==> src/rtl/bcd_stopwatch.sv <==
// Two-digit BCD up/down stopwatch feeding the seven-segment display mux.
// Optional button debouncing is enabled by defining STOPWATCH_DEBOUNCE_EN.
module bcd_stopwatch #(
  parameter int TICK_DIV        = 10_000_000,
  parameter int DEBOUNCE_CYCLES = 16
) (
  input  logic       clk,
  input  logic       reset,
  input  logic       start_stop,
  input  logic       clear,
  input  logic       up_down,
  input  logic       load,
  input  logic [7:0] load_val,
  output logic [3:0] tens,
  output logic [3:0] ones,
  output logic       running,
  output logic       wrap_pulse,
  output logic [1:0] state_dbg
);

  localparam logic [1:0] ST_IDLE  = 2'd0;
  localparam logic [1:0] ST_RUN   = 2'd1;
  localparam logic [1:0] ST_PAUSE = 2'd2;

  localparam int             PW        = (TICK_DIV > 2) ? $clog2(TICK_DIV) : 1;
  localparam logic [PW-1:0]  PRESC_MAX = PW'(TICK_DIV - 1);

  if (TICK_DIV < 2) begin : g_bad_tick_div
    $error("bcd_stopwatch: TICK_DIV must be >= 2");
  end
  if (DEBOUNCE_CYCLES < 1) begin : g_bad_debounce
    $error("bcd_stopwatch: DEBOUNCE_CYCLES must be >= 1");
  end

  // Synchronizer bit map: [0] start_stop, [1] clear, [2] up_down, [3] load, [11:4] load_val
  logic [11:0] sync1_q, sync1_d, sync2_q, sync2_d;
  logic [1:0]  btn_sync, btn_lvl, btn_prev_q, btn_prev_d, btn_edge;
  logic        ud_s, load_s, ss_edge, clr_edge;
  logic [7:0]  load_val_s;

  assign btn_sync   = sync2_q[1:0];
  assign ud_s       = sync2_q[2];
  assign load_s     = sync2_q[3];
  assign load_val_s = sync2_q[11:4];

  always_comb begin
    sync1_d    = {load_val, load, up_down, clear, start_stop};
    sync2_d    = sync1_q;
    btn_prev_d = btn_lvl;
  end

`ifdef STOPWATCH_DEBOUNCE_EN
  localparam int DW = $clog2(DEBOUNCE_CYCLES + 1);

  logic [1:0][DW-1:0] db_cnt_q, db_cnt_d;
  logic [1:0]         db_lvl_q, db_lvl_d;

  // Filtered level flips only after DEBOUNCE_CYCLES samples that all disagree with it.
  always_comb begin
    db_cnt_d = '0;
    db_lvl_d = db_lvl_q;
    for (int i = 0; i < 2; i++) begin
      if (btn_sync[i] != db_lvl_q[i]) begin
        if (db_cnt_q[i] == DW'(DEBOUNCE_CYCLES - 1)) begin
          db_lvl_d[i] = btn_sync[i];
        end else begin
          db_cnt_d[i] = db_cnt_q[i] + 1'b1;
        end
      end
    end
  end

  always_ff @(posedge clk or posedge reset) begin
    if (reset) begin
      db_cnt_q <= '0;
      db_lvl_q <= '0;
    end else begin
      db_cnt_q <= db_cnt_d;
      db_lvl_q <= db_lvl_d;
    end
  end

  assign btn_lvl = db_lvl_q;
`else
  assign btn_lvl = btn_sync;
`endif

  assign btn_edge = btn_lvl & ~btn_prev_q;
  assign ss_edge  = btn_edge[0];
  assign clr_edge = btn_edge[1];

  logic [1:0]    state_q, state_d;
  logic [PW-1:0] presc_q, presc_d;
  logic [3:0]    tens_q, tens_d, ones_q, ones_d;
  logic          running_q, running_d, wrap_q, wrap_d;
  logic          tick, load_ok;

  assign tick    = (state_q == ST_RUN) && (presc_q == PRESC_MAX);
  assign load_ok = load_s && (state_q != ST_RUN) &&
                   (load_val_s[7:4] <= 4'd9) && (load_val_s[3:0] <= 4'd9);

  // Priority: clear, then a valid load, then the tick/start_stop pair.
  always_comb begin
    state_d = state_q;
    presc_d = presc_q;
    tens_d  = tens_q;
    ones_d  = ones_q;
    wrap_d  = 1'b0;
    if (clr_edge) begin
      state_d = ST_IDLE;
      presc_d = '0;
      tens_d  = 4'd0;
      ones_d  = 4'd0;
    end else if (load_ok) begin
      state_d = ST_PAUSE;
      presc_d = '0;
      tens_d  = load_val_s[7:4];
      ones_d  = load_val_s[3:0];
    end else begin
      if (state_q == ST_RUN) begin
        presc_d = tick ? '0 : presc_q + 1'b1;
        if (tick) begin
          if (ud_s) begin
            if (ones_q != 4'd9) begin
              ones_d = ones_q + 4'd1;
            end else begin
              ones_d = 4'd0;
              if (tens_q != 4'd9) begin
                tens_d = tens_q + 4'd1;
              end else begin
                tens_d = 4'd0;
                wrap_d = 1'b1;
              end
            end
          end else begin
            if (ones_q != 4'd0) begin
              ones_d = ones_q - 4'd1;
            end else begin
              ones_d = 4'd9;
              if (tens_q != 4'd0) begin
                tens_d = tens_q - 4'd1;
              end else begin
                tens_d = 4'd9;
                wrap_d = 1'b1;
              end
            end
          end
        end
      end
      if (ss_edge) begin
        case (state_q)
          ST_IDLE:  state_d = ST_RUN;
          ST_RUN:   state_d = ST_PAUSE;
          ST_PAUSE: state_d = ST_RUN;
          default:  state_d = ST_IDLE;
        endcase
      end
    end
    running_d = (state_d == ST_RUN);
  end

  always_ff @(posedge clk or posedge reset) begin
    if (reset) begin
      sync1_q    <= '0;
      sync2_q    <= '0;
      btn_prev_q <= '0;
      state_q    <= ST_IDLE;
      presc_q    <= '0;
      tens_q     <= 4'd0;
      ones_q     <= 4'd0;
      running_q  <= 1'b0;
      wrap_q     <= 1'b0;
    end else begin
      sync1_q    <= sync1_d;
      sync2_q    <= sync2_d;
      btn_prev_q <= btn_prev_d;
      state_q    <= state_d;
      presc_q    <= presc_d;
      tens_q     <= tens_d;
      ones_q     <= ones_d;
      running_q  <= running_d;
      wrap_q     <= wrap_d;
    end
  end

  assign tens       = tens_q;
  assign ones       = ones_q;
  assign running    = running_q;
  assign wrap_pulse = wrap_q;
  assign state_dbg  = state_q;

endmodule

==> config.mk <==
export PLATFORM = sky130hd
export DESIGN_NAME = bcd_stopwatch
export DESIGN_NICKNAME = d
export VERILOG_FILES = /design/src/rtl/bcd_stopwatch.sv
export SDC_FILE = /design/constraint.sdc
export NUM_CORES = 1
export LEC_CHECK = 0
export ABC_AREA = 1
export CORE_ASPECT_RATIO = 1.5
export CORE_UTILIZATION = 54
export DETAILED_ROUTE_END_ITERATION = 16
export DONT_BUFFER_PORTS = 1
export PLACE_DENSITY = 0.73
export SKIP_LAST_GASP = 1
export SLEW_MARGIN = 20
export SYNTH_ARGS = -nofsm -noshare
export SYNTH_HDL_FRONTEND = slang
export SYNTH_SLANG_ARGS = --single-unit
export TNS_END_PERCENT = 10
==> constraint.sdc <==
create_clock -name clk -period 3.8 [get_ports clk]
set_input_delay 0.76 -clock clk [delete_from_list [all_inputs] [get_ports clk]]
set_output_delay 0.76 -clock clk [all_outputs]
set_load 0.02 [all_outputs]
## Word-level counts from Yosys, hierarchy flattened

Cells that the tools add are included.

- Add/subtract/negate cells: 5
- Multipliers: 0
- Divide/modulo/power cells: 0
- Magnitude comparators: 2
- Equality and inequality tests: 9
- Shifts and indexed selects: 0
- Multiplexer cells: 33
- Bitwise logic cells: 2
- Reductions and logical operators: 12

Operator list:

| cell | number |
|---|---|
| $mux 24 | 4 |
| $mux 4 | 16 |
| $add 24x1->24 const B | 1 |
| $eq 24x24->1 const B | 1 |
| $ne 4x4->1 const B | 4 |
| $mux 1 | 9 |
| $add 4x1->4 const B | 2 |
| $le 4x4->1 const B | 2 |
| $reduce_bool 4->1 | 2 |
| $sub 4x1->4 const B | 2 |
| $mux 2 | 3 |
| $reduce_bool 3->1 | 2 |
| $eq 2x1->1 const B | 2 |
| $logic_and 1x1->1 | 4 |
| $pmux 2 s2 | 1 |
| $reduce_and 4->1 | 1 |
| $and 2x2->2 | 1 |
| $eq 2x2->1 const B | 1 |
| $logic_not 2->1 | 1 |
| $ne 2x1->1 const B | 1 |
| $not 2->2 | 1 |
| $reduce_and 2->1 | 1 |
| $reduce_or 2->1 | 1 |

- Flip-flop bits (word level): 62
- Latch bits: 0
- Memory bits (writable): 0
- Bits in read-only memories: 0
- Bits of input ports: 14
- Output and inout bits: 12
- Word-level logic and storage cells: 72
- Memories kept: 0

## Depth between registers and ports, before layout

- Depth in word-level cells: 8
- Mapped depth: 11
- Gate-level depth less buffers: 11

## Least setup slack after synthesis

No wires, ideal clock.

- Kind: register -> register
- From: reg ones_q[0] (netlist: ones[0])
- To: reg tens_q[0] (netlist: tens[0])
- Setup time: 0.123 ns
- Arrival time: 1.462 ns
- Required time: 3.677 ns
- Setup slack: 2.214 ns
- Stages on the path, launching flop included: 10
- Path buffers: 0
- Period minus slack after synthesis: 1.586 ns
- Cells stage by stage: dfrtp_1 -> inv_1 -> ha_1 -> nand2_1 -> o21ai_0 -> nand2_1 -> nand3_1 -> nand2_2 -> nand2_1 -> o21ai_1

- Cells in the longest elaborated chain, start to end: 3
- Elaborated cells on any way between the ends: 5
- Classes of those cells: eq/ne: 3; reduce/logical: 2

Ends and longest elaborated chain:

| element | line | RTL |
|---|---|---|
| start: declaration | 94 | `logic [3:0] tens_q, tens_d, ones_q, ones_d;` |
| start signal: assignment | 180 | `ones_q <= ones_d;` |
| $ne 4x4->1 / $reduce_bool 4->1 (equally long branches) | 124, 136 |  |
| $ne 4x4->1 (no source line) | - |  |
| $reduce_and 4->1 (no source line) (*) | - |  |
| end signal: assignment | 179 | `tens_q <= tens_d;` |
| end: declaration | 94 |  |

Mark *: on every way between the ends. The rest lies on a longest branch, timed or not.
A chain may end at the register's enable or synchronous reset.

## Worst setup path after layout

- From: reg state_q[1] (netlist: state_dbg[1])
- To: reg presc_q[12]

- Cells in the longest elaborated chain, start to end: 6
- Elaborated cells on any way between the ends: 11
- Classes of those cells: eq/ne: 2; mux: 4; reduce/logical: 5

Ends and longest elaborated chain:

| element | line | RTL |
|---|---|---|
| start: declaration | 92 | `logic [1:0] state_q, state_d;` |
| start signal: assignment | 177 | `state_q <= state_d;` |
| $eq 2x1->1 / $ne 2x1->1 (equally long branches) | 98, 120, 99 |  |
| $logic_and 1x1->1 (on tied branches) | 98, 99 |  |
| $mux 24 / $logic_and 1x1->1 (equally long branches) | 121, 99 |  |
| $mux 24 / $logic_and 1x1->1 (equally long branches) | 120, 100 |  |
| $mux 24 | 114 | `end else if (load_ok) begin` |
| $mux 24 | 109 | `if (clr_edge) begin` |
| end signal: assignment | 178 | `presc_q <= presc_d;` |
| end: declaration | 93 | `logic [PW-1:0] presc_q, presc_d;` |

Several ways; a longest one is shown, not always the timed one. The select of a mux whose other input is x is not followed.

==> results.ini <==
[outcome]
status=finished, final reports clean

[cts]
clock_sinks=62
cts_root_buffer=clkbuf_8
cts_setup_buffers=0
post_cts_resized=0
htreeDepth=3
cts_tree=yes
cts_hold_buffers=0
clock_insertion_delay_worst_skew_ns=0.34
cts_buffer_depth=2
cts.clk_slew.worst_paths_ns=0.08
cts_buffers=9

[die]
dieWidth_um=64.8
fp.dieH_um=96.2
fp.dieArea_mm2=0.00624
start_util=0.556
ioPinCount=26
rows=34
core_mm2=0.00574

[critical_path]
cp.required_ns=4.03
startpoint_type=flop
crit_path_start=state_dbg[1]$_DFF_PP0_
crit_family=simple AND/OR/NAND/NOR gates
crit_chain=inv_1, a21oi_1, nand3_1, nand3_4, nand3_1, nor2_1, nor2_1
slowest_stage=nand3_1
endpoint_kind=flop
worst-path-stages=7
r2r_cells=7
crit_type=flop to flop
reg2reg_from=state_dbg[1]$_DFF_PP0_
path_buf_inv=1
critPathMaxStageDelay_ns=0.51
reg2reg_slack_ns=1.63
worstPathArrival_ns=2.40
cp_max_fo=27
r2r-end=presc_q[12]$_DFFE_PP0P_

[sta]
setup_viol=0
slew_headroom=0.414
fin_setup_tns_ns=0
max_clock_freq_mhz=461
rsz0062_at_grt=no
worst_hold_slack_ns=0.342
hold_viol_final=0
skew_ns=0.0113
tightestPinTransition_ns=0.877
fin_crit_sh=0.570
min_period_ns=2.17
maxSlewViolCount=0

[placed_design]
globalplace.congestion=0.897
dp.cells=483
dp_hpwl_mm=4.75
io_buffers=0

[synth]
ys.flop_type=dfrtp_1
ys.warnings.count=0
synth_edf_count=0
synthCells=416
ys_top_cells_by_area=dfrtp_1 (49%), nand2_1 (13%), nor2_1 (7.5%)
synth_top_area_frac=0.486
synth_commonest_cells=nand2_1 (114), nor2_1 (64), dfrtp_1 (62)
synth_nets=437
avgSynthCellArea_um2=7.68
async_reset_ff_frac=1.00
synth_area_mm2=0.00320
synth-seq-area-share=0.486
yosysMostFrequentCell=nand2_1
ys_ff_latch=62
synth_cell_types=30
synth.largest_area_cell=dfrtp_1

[hold_path]
hold_depth=0
hold_class=flop to flop
min-delay-start=sync1_q[3]$_DFF_PP0_
hold_end=sync2_q[3]$_DFF_PP0_

[pwr]
leakagePower_nw=1.77
finalPower_w=0.00199
power.density_mw_per_mm2=571
ir_drop_mv=0.257

[final_layout]
drive_gt1_frac=0.0773
syn_to_final_growth_pct=9.32
n_antenna_cell=0
stdcell_count=499
fillCellCount=532
final_nets=443
utilization=0.608

[grt]
track_usage=0.235
grt_max_degree=43
overflow=0
grt_pass1_wl_mm=10.8
grt_pass1_vias=2487
grt_antenna_before_repair=0

[run]
drv_cap=0

[routing]
vias_per_cell=5.14
post-route-drc-count=0
ant_nets=0
wl_per_cell_um=13.1
firstDrtPassIters=5
wl_mm=6.54
drt_iter0_markers=131
vias=2564

-- stage by stage --
stage          cell area (um2)  setup slack, ns
6_report                  3490             1.63
3_5_place_dp              3240             1.65
3_3_place_gp              3240             1.78
4_1_cts                   3490             1.63
2_1_floorplan             3200             1.50
5_1_grt                   3490             1.32
-- flip-flops by register name, indices dropped and copies added, names as in the netlist --
name	cells
state_dbg	2
ones	4
tens	4
btn_prev_q	2
sync1_q	12
wrap_pulse	1
presc_q	24
running	1
sync2_q	12
-- cell families after synthesis --
group	Yosys count	synth area share
AO/OA/AOI/OAI	28	0.0462
XOR/XNOR	7	0.0192
adder cells (fa/ha/maj)	7	0.0274
buffers and inverters	60	0.0810
flip-flops	62	0.486
AND/OR/NAND/NOR	252	0.341
-- worst register-to-register path, delay by kind of cell (launching register included) --
family | cells | cell delay (ns)
compound gates | 1 | 0.15
buf+inv | 1 | 0.09
flops | 1 | 0.48
simple gates | 5 | 1.33
-- cell type report --
| cell class | instances | area (um2) | share of cell area |
|---|---|---|---|
| Clock buffer | 9 | 124 | 0.0355 |
| Clock inverter | 7 | 128 | 0.0365 |
| Inverter | 54 | 208 | 0.0595 |
| Multi-Input combinational cell | 294 | 1390 | 0.396 |
| Sequential cell | 62 | 1550 | 0.444 |
| Tap cell | 72 | 90.1 | 0.0258 |
| Timing Repair Buffer | 1 | 7.51 | 0.00215 |
-- worst max path at each step --
stage / slack (ns) / end
2_1_floorplan: 1.50 / btn_prev_q[0]$_DFF_PP0_
3_3_place_gp: 1.78 / presc_q[23]$_DFFE_PP0P_
3_5_place_dp: 1.65 / presc_q[15]$_DFFE_PP0P_
4_1_cts: 1.63 / presc_q[18]$_DFFE_PP0P_
5_1_grt: 1.32 / presc_q[18]$_DFFE_PP0P_
6_report: 1.63 / presc_q[12]$_DFFE_PP0P_
-- routing by layer --
metal / routed length (um) / share of wire / vias to the layer above / global-route usage
met5: 0 / 0 / - / 0
met4: 187 / 0.029 / 0 / 0.119
met3: 239 / 0.037 / 18 / 0.0486
met2: 3440 / 0.53 / 48 / 0.423
met1: 2670 / 0.41 / 1179 / 0.257
li1: - / - / 1319 / -
-- cell usage in the layout (no fill, tap or decap), types with 2 or more instances in the layout --
cell / instances
clkbuf_8: 9
nor3_1: 9
inv_6: 4
o22ai_1: 4
inv_1: 50
or2_2: 4
o21ai_0: 12
ha_1: 7
inv_2: 3
dfrtp_1: 62
nand2_2: 3
a21oi_1: 7
nand4_1: 6
nand2_1: 114
xnor2_1: 2
nand3_1: 46
o21ai_1: 4
xor2_1: 5
nor2_1: 64
bufinv_16: 3
-- where the power goes --
group | leakage, nW | total, W | internal (W) | switching, W
Clock | 0.127 | 0.000728 | 0.000447 | 0.000281
Combinational | 0.850 | 0.000398 | 0.000146 | 0.000252
Sequential | 0.792 | 0.000868 | 0.000720 | 0.000149
Note: power is estimated with default switching activity, not from simulation.
